**src/rtl/ui_pkg.sv**
```systemverilog
// Shared button indices, cell state encoding and default timing constants.
// Used by button_conditioner and user_interface.
package ui_pkg;

  localparam int NUM_BTN_DEF = 6;

  localparam int BTN_ENTER = 0;
  localparam int BTN_UP    = 1;
  localparam int BTN_DOWN  = 2;
  localparam int BTN_LEFT  = 3;
  localparam int BTN_RIGHT = 4;
  localparam int BTN_MENU  = 5;

  // 10 ms, 500 ms and 100 ms at 27 MHz
  localparam int DEF_DEBOUNCE_CYCLES = 270000;
  localparam int DEF_REPEAT_DELAY    = 13500000;
  localparam int DEF_REPEAT_PERIOD   = 2700000;
  localparam logic [5:0] DEF_REPEAT_MASK = 6'b000110;

  typedef enum logic [1:0] {
    IDLE   = 2'd0,
    HELD   = 2'd1,
    REPEAT = 2'd2
  } cell_state_t;

  function automatic int cnt_w(input int n);
    return (n > 1) ? $clog2(n) : 1;
  endfunction

endpackage

```
**src/rtl/button_conditioner_debounce_cell.sv**
```systemverilog
// Single-button synchronizer, debouncer, press/release pulses and hold FSM.
// Auto-repeat logic is present only when BUTTON_AUTOREPEAT_EN is defined.
module debounce_cell
  import ui_pkg::*;
#(
  parameter int DEBOUNCE_CYCLES = DEF_DEBOUNCE_CYCLES
`ifdef BUTTON_AUTOREPEAT_EN
  ,
  parameter int REPEAT_DELAY  = DEF_REPEAT_DELAY,
  parameter int REPEAT_PERIOD = DEF_REPEAT_PERIOD,
  parameter bit REPEAT_EN     = 1'b0
`endif
) (
  input  logic clk,
  input  logic reset,
  input  logic raw_n,
  output logic level,
  output logic press,
  output logic rel
);

  localparam int CW = cnt_w(DEBOUNCE_CYCLES);
  localparam logic [CW-1:0] CMAX = CW'(DEBOUNCE_CYCLES - 1);

  logic [1:0]    sync_q;
  logic [CW-1:0] cnt_q;
  logic          s;
  logic          flip;
  logic          rise;
  logic          fall;
  logic          rep;

  cell_state_t state_q;
  cell_state_t state_d;

  assign s    = ~sync_q[1];
  assign flip = (s != level) && (cnt_q == CMAX);
  assign rise = flip & ~level;
  assign fall = flip & level;

  always_ff @(posedge clk or negedge reset) begin
    if (!reset) begin
      sync_q <= 2'b11;
      cnt_q  <= '0;
      level  <= 1'b0;
      press  <= 1'b0;
      rel    <= 1'b0;
    end else begin
      sync_q <= {sync_q[0], raw_n};
      if (s == level || flip)
        cnt_q <= '0;
      else if (cnt_q != CMAX)
        cnt_q <= cnt_q + 1'b1;
      level <= level ^ flip;
      press <= rise | rep;
      rel   <= fall;
    end
  end

`ifdef BUTTON_AUTOREPEAT_EN
  localparam int HMAX = (REPEAT_DELAY > REPEAT_PERIOD) ?
                        REPEAT_DELAY : REPEAT_PERIOD;
  localparam int HW = cnt_w(HMAX);
  localparam logic [HW-1:0] HDLY = HW'(REPEAT_DELAY - 1);
  localparam logic [HW-1:0] HPER = HW'(REPEAT_PERIOD - 1);

  logic [HW-1:0] hcnt_q;
  logic [HW-1:0] hcnt_d;

  always_ff @(posedge clk or negedge reset) begin
    if (!reset) begin
      state_q <= IDLE;
      hcnt_q  <= '0;
    end else begin
      state_q <= state_d;
      hcnt_q  <= hcnt_d;
    end
  end

  always_comb begin
    state_d = state_q;
    hcnt_d  = hcnt_q;
    rep     = 1'b0;
    unique case (state_q)
      IDLE: begin
        hcnt_d = '0;
        if (rise) state_d = HELD;
      end
      HELD: begin
        if (fall) begin
          state_d = IDLE;
          hcnt_d  = '0;
        end else if (REPEAT_EN) begin
          if (hcnt_q == HDLY) begin
            state_d = REPEAT;
            hcnt_d  = '0;
            rep     = 1'b1;
          end else begin
            hcnt_d = hcnt_q + 1'b1;
          end
        end
      end
      REPEAT: begin
        if (fall) begin
          state_d = IDLE;
          hcnt_d  = '0;
        end else if (hcnt_q == HPER) begin
          hcnt_d = '0;
          rep    = 1'b1;
        end else begin
          hcnt_d = hcnt_q + 1'b1;
        end
      end
      default: begin
        state_d = IDLE;
        hcnt_d  = '0;
      end
    endcase
  end
`else
  always_ff @(posedge clk or negedge reset) begin
    if (!reset) state_q <= IDLE;
    else        state_q <= state_d;
  end

  always_comb begin
    state_d = state_q;
    rep     = 1'b0;
    unique case (state_q)
      IDLE:    if (rise) state_d = HELD;
      HELD:    if (fall) state_d = IDLE;
      default: state_d = IDLE;
    endcase
  end
`endif

endmodule

```
**src/rtl/button_conditioner.sv**
```systemverilog
// Debounces the labkit pushbuttons into levels and press/release pulses.
// Define BUTTON_AUTOREPEAT_EN to enable auto-repeat on REPEAT_MASK keys.
module button_conditioner
  import ui_pkg::*;
#(
  parameter int NUM_BTN         = NUM_BTN_DEF,
  parameter int DEBOUNCE_CYCLES = DEF_DEBOUNCE_CYCLES,
  parameter int REPEAT_DELAY    = DEF_REPEAT_DELAY,
  parameter int REPEAT_PERIOD   = DEF_REPEAT_PERIOD,
  parameter logic [NUM_BTN-1:0] REPEAT_MASK = NUM_BTN'(DEF_REPEAT_MASK)
) (
  input  logic               clk,
  input  logic               reset,
  input  logic [NUM_BTN-1:0] btn_raw_n,
  output logic [NUM_BTN-1:0] btn_level,
  output logic [NUM_BTN-1:0] btn_press,
  output logic [NUM_BTN-1:0] btn_release,
  output logic               any_press
);

  for (genvar i = 0; i < NUM_BTN; i++) begin : g_cell
    debounce_cell #(
      .DEBOUNCE_CYCLES(DEBOUNCE_CYCLES)
`ifdef BUTTON_AUTOREPEAT_EN
      ,
      .REPEAT_DELAY   (REPEAT_DELAY),
      .REPEAT_PERIOD  (REPEAT_PERIOD),
      .REPEAT_EN      (REPEAT_MASK[i])
`endif
    ) u_cell (
      .clk  (clk),
      .reset(reset),
      .raw_n(btn_raw_n[i]),
      .level(btn_level[i]),
      .press(btn_press[i]),
      .rel  (btn_release[i])
    );
  end

  assign any_press = |btn_press;

endmodule

```
**config.mk**
```make
export PLATFORM = sky130hd
export DESIGN_NAME = button_conditioner
export DESIGN_NICKNAME = d
export VERILOG_FILES = /design/src/rtl/ui_pkg.sv /design/src/rtl/button_conditioner_debounce_cell.sv /design/src/rtl/button_conditioner.sv
export SDC_FILE = /design/constraint.sdc
export NUM_CORES = 1
export LEC_CHECK = 0
export CAP_MARGIN = 20
export CORE_MARGIN = 5
export CORE_UTILIZATION = 61
export DETAILED_ROUTE_END_ITERATION = 12
export GPL_TIMING_DRIVEN = 0
export PLACE_DENSITY = 0.8
export SKIP_LAST_GASP = 1
export SYNTH_ARGS = -nofsm -noshare
export SYNTH_HDL_FRONTEND = slang
export SYNTH_HIERARCHICAL = 1
export SYNTH_SLANG_ARGS = --single-unit
```
**constraint.sdc**
```tcl
create_clock -name clk -period 2 [get_ports clk]
set_input_delay 0.5 -clock clk [delete_from_list [all_inputs] [get_ports clk]]
set_output_delay 0.5 -clock clk [all_outputs]
set_load 0.1 [all_outputs]
```
== After elaboration in Yosys (flattened, before gate mapping) ==
Index checks and enable logic that the tools add are counted.

* Register bits: 144
* Input bits: 8
* Output and inout port bits: 19

* Add/sub/neg operators: 6
* Equal/unequal tests: 24
* Reduce and logical (&&, ||, !) cells: 19
* Bitwise logic cells: 30
* Muxes and demuxes: 12

{| class="wikitable"
|+ Operators with widths
! kind !! count
|-
| $mux W19 || 12
|-
| $add A19 B1 Y19 const B || 6
|-
| $eq A19 B19 Y1 const B || 6
|-
| $ne A19 B19 Y1 const B || 6
|-
| $and A1 B1 Y1 || 12
|-
| $not A1 Y1 || 12
|-
| $reduce_bool A2 Y1 || 6
|-
| $eq A1 B1 Y1 || 6
|-
| $logic_and A1 B1 Y1 || 6
|-
| $logic_or A1 B1 Y1 || 6
|-
| $ne A1 B1 Y1 || 6
|-
| $reduce_or A6 Y1 || 1
|-
| $xor A1 B1 Y1 || 6
|}

== Longest topological paths before layout ==
* Word-level depth: 5
* Mapped depth: 7

== Hierarchy ==
Netlist, hierarchy kept.

{| class="wikitable"
|+ By module, submodules not included
! module !! times used !! area an instance (sq um) !! cells each
|-
| debounce_cell || 6 || 1142.3 || 108
|-
| button_conditioner || 1 || 13.8 || 3
|}

== Worst setup path after synthesis ==
Ideal clock, no wire load.

* Path kind: reg-to-output
* Start: register g_cell[5].u_cell.press
* End: output any_press
* Data arrival time: 1.740 ns
* Stages on the path, launching flop included: 3
* Buffers on the path: 0
* Required time: 1.500 ns
* Path slack: -0.240 ns
* Path through: dfrtp_1 -> nor4_1 -> nand2_1

* Longest elaborated chain between the ends: 1

{| class="wikitable"
|+ RTL lines
! what !! line !! text
|-
| start, declared || button_conditioner_debounce_cell.sv:18 || <nowiki>output logic press,</nowiki>
|-
| start signal, assigned || button_conditioner_debounce_cell.sv:55 || <nowiki>press <= rise | rep;</nowiki>
|-
| $reduce_or A6 Y1 || button_conditioner.sv:40 || <nowiki>assign any_press = |btn_press;</nowiki>
|-
| end, declared || button_conditioner.sv:18 || <nowiki>output logic any_press</nowiki>
|}

Every way passes these cells.

== Worst setup path after layout ==
Ends and elaborated chain as after synthesis.

==> metrics <==
overall die height=116.1 µm; TritonCTS Buffers=17; VDD IR-drop max=702.9 µV; cell at the root of the clock tree=clkbuf_16; synthesized area per cell=10.55 µm²; category of the worst setup path capture point=output pin; part of the cycle the worst path needs=100.4%; area added between synthesis and finish=15.67%; post-detailed-route count of antenna-violating nets=0; routed via count divided by cell count=5.696; Slew HR=62.13%; Syn Std Cell Area=6868 µm²; data required time at the worst endpoint=1.50 ns; setup repair after global routing missed its margin=yes; row cnt=38; footprint of the flip-flops and latches=3622 µm²; antenna diode count=0; number of H-tree levels=4; minimum clock period=2.009 ns; clock tree from TritonCTS=built; delay of the slowest critical-path stage=0.40 ns; number of hold violations in the final report=0; Routed WL=12960 µm; kind of critical path=flip-flop to output pin; register area share after synthesis=52.69%; HP Class=primary input to async pin; number of synthesized register bits=144; number of buffers inserted by hold repair at cts=0; number of top-level pins=27; ratio of cells with drive above 1 in the final layout=15.21%; highest clock frequency the design can meet=497.8 MHz; antenna violations before repair=0; Startpoint Class=flip-flop; clock latency on the worst-skew pair=0.42 ns; violated checks=negative setup slack; Iteration-0 DRC Markers=357; placement-stage worst setup slack=-0.2574 ns; combined area of the multi-input logic cells=3019 µm²; clk sinks=144; Clock Tree Buf Depth=2; detailed-routing iteration count for the pre-antenna-repair pass=6; outcome=complete, but fails checks; final setup vio count=1; total chip power=6.377 mW; die width=116.1 µm; Mapped Nets=677; placer's final routability congestion estimate=0.8409; via count of the first global-routing pass=4887; critical-path maximum fanout=2; Arr. time, crit path=1.51 ns; starting density of the core=62.80%; Final HPWL DP=8771 µm; number of pins with negative max-slew slack in the final report=0; power per cell area=802.8 nW/µm²; Static Leak=3.438 nW; routed via count=4842; critical path cell sequence=nor4_1 -> nand2_2 -> buf_2; leftover overflow at the end of global routing=0; post-route DRC violation count=0; area of the die=13480 µm²; synth unique cells=28; Gate Count Post-Synth=651; CORE AREA=10940 µm²; number of warnings issued by yosys=6; total track usage=21.40%; final net count=723; number of standard cells in the final layout excluding fillers=850; number of cells on the worst reg-to-reg path=5; largest net degree at the start of global routing=83; Max Cap Viol=0; standard cell with the maximum stage delay on the critical path=dfrtp_2; first-pass GRT wire length=22600 µm; clock transition time at the flip-flop clock pins of the worst setup and hold paths=0.06 ns; number of instances in the placed design=818; Tightest Pin Transition=0.5680 ns; clk_skew=0.004839 ns; fin worst setup slack=-0.008820 ns; Port-buffer cells=26; wire length per cell after detailed routing=15.24 µm; layout filler cell count=781
## routing by layer
layer	vias to the layer above	routed length, µm	track usage, %
met5	-	0	0
met4	0	249	8.662
met3	22	482	5.699
met2	90	6721	36.29
met1	2393	5502	26.16
li1	2337	-	-
## Yosys cell counts, drive strengths merged
library cell	count	area (µm²)
and4b	6	60.06
nand3	48	270.3
or3	18	150.1
dfrtp	132	3303
ha	18	225.2
o21ai	6	30.03
and4	6	52.55
nor3	36	180.2
xor2	18	157.7
nor4	19	118.9
a31oi	6	37.54
buf	12	97.59
nand4	18	202.7
nor2	127	476.7
and3	6	37.54
nor4b	12	105.1
xnor2	72	630.6
inv	36	135.1
a31o	6	52.55
nand2	13	48.80
a21oi	12	60.06
dfstp	12	315.3
mux2i	12	120.1
## logic make-up (layout without fill, tap and decap cells)
logic type               count (synthesis)  count (layout)  share of synthesized area, %
buffers and inverters                   48             107                         3.389
AO/OA/AOI/OAI                           30              30                         2.624
multiplexers                            12              12                         1.749
XOR/XNOR                                90              90                         11.48
adder cells (fa/ha/maj)                 18              18                         3.279
flip-flops                             144             144                         52.69
AND/OR/NAND/NOR                        309             309                         24.79
## metrics by stage
stage / util [%] / hold WS (ns) / area (µm²) / TNS, ns
6_report: 72.64 / 0.05741 / 7944 / -0.008820
5_1_grt: 72.64 / 0.09058 / 7944 / -0.06352
4_1_cts: 72.78 / 0.06717 / 7959 / -0.3408
3_5_place_dp: 67.11 / 0.3468 / 7338 / -0.7509
3_3_place_gp: 66.84 / 0.3454 / 7310 / -700.89
2_1_floorplan: - / 0.2044 / 6874 / 0
## final timing paths
check	from	endpoint	slack [ns]
max in group asynchronous	reset	g_cell[1].u_cell/sync_q[1]$_DFF_PN1_	1.13
min in group clk	g_cell[4].u_cell/sync_q[0]$_DFF_PN1_	g_cell[4].u_cell/sync_q[1]$_DFF_PN1_	0.35
worst min register to register	g_cell[4].u_cell/sync_q[0]$_DFF_PN1_	g_cell[4].u_cell/sync_q[1]$_DFF_PN1_	0.35
worst max register to register	g_cell[4].u_cell/cnt_q[0]$_DFFE_PN0P_	g_cell[4].u_cell/cnt_q[18]$_DFFE_PN0P_	0.23
worst min-delay path	reset	g_cell[5].u_cell/cnt_q[12]$_DFFE_PN0P_	0.06
worst max-delay path	g_cell[5].u_cell/press$_DFF_PN0_	any_press	-0.009
## sequential cells by signal, indices dropped and copies added (netlist names)
signal / count
g_cell.u_cell/sync_q: 12
g_cell.u_cell/level: 6
g_cell.u_cell/rel: 6
g_cell.u_cell/press: 6
g_cell.u_cell/cnt_q: 114
## critical path: cells and delay by family, from the launching register on
kind	cells	cell delay (ns)
flip-flops	1	0.40
AND/OR/NAND/NOR	2	0.40
buffers and inverters	1	0.29
## report_power, final
part           switching, mW  internal, mW
combinational          0.126        0.0693
clock                   1.16          2.02
sequential            0.0371          2.97
## layout make-up
| type | instances | area share, % |
|---|---|---|
| buffer | 12 | 1.229 |
| clock buffer | 22 | 5.843 |
| clock inverter | 10 | 1.717 |
| inverter | 36 | 1.701 |
| multi-input combinational | 459 | 38.01 |
| sequential | 144 | 45.60 |
| tap | 140 | 2.205 |
| timing repair buffer | 27 | 3.701 |
## cell usage in the layout (no fill, tap or decap), types with 6 or more instances in the layout
cell type,count
and4b_1,6
nand3_1,42
or3_1,6
inv_1,36
mux2i_1,12
nor4b_1,12
nand2_1,12
nand3_2,6
and4_1,6
or3_4,6
clkdlybuf4s50_1,6
nand4_1,12
a31o_2,6
nor3_1,36
a31oi_1,6
nor2_1,127
xor2_1,18
ha_1,18
dfrtp_1,129
dfstp_2,12
nor4_1,19
o21ai_0,6
buf_2,8
xnor2_1,72
or3_2,6
clkbuf_16,17
nand4_4,6
clkdlybuf4s15_2,16
a21oi_1,12
buf_6,7
and3_1,6
## timing repair
item	4_1_cts	5_1_grt
gates resized for setup	56	5
setup endpoints to repair	19	3
gates cloned	0	0
setup buffers	0	0
Power figures use the tool's default switching activity.
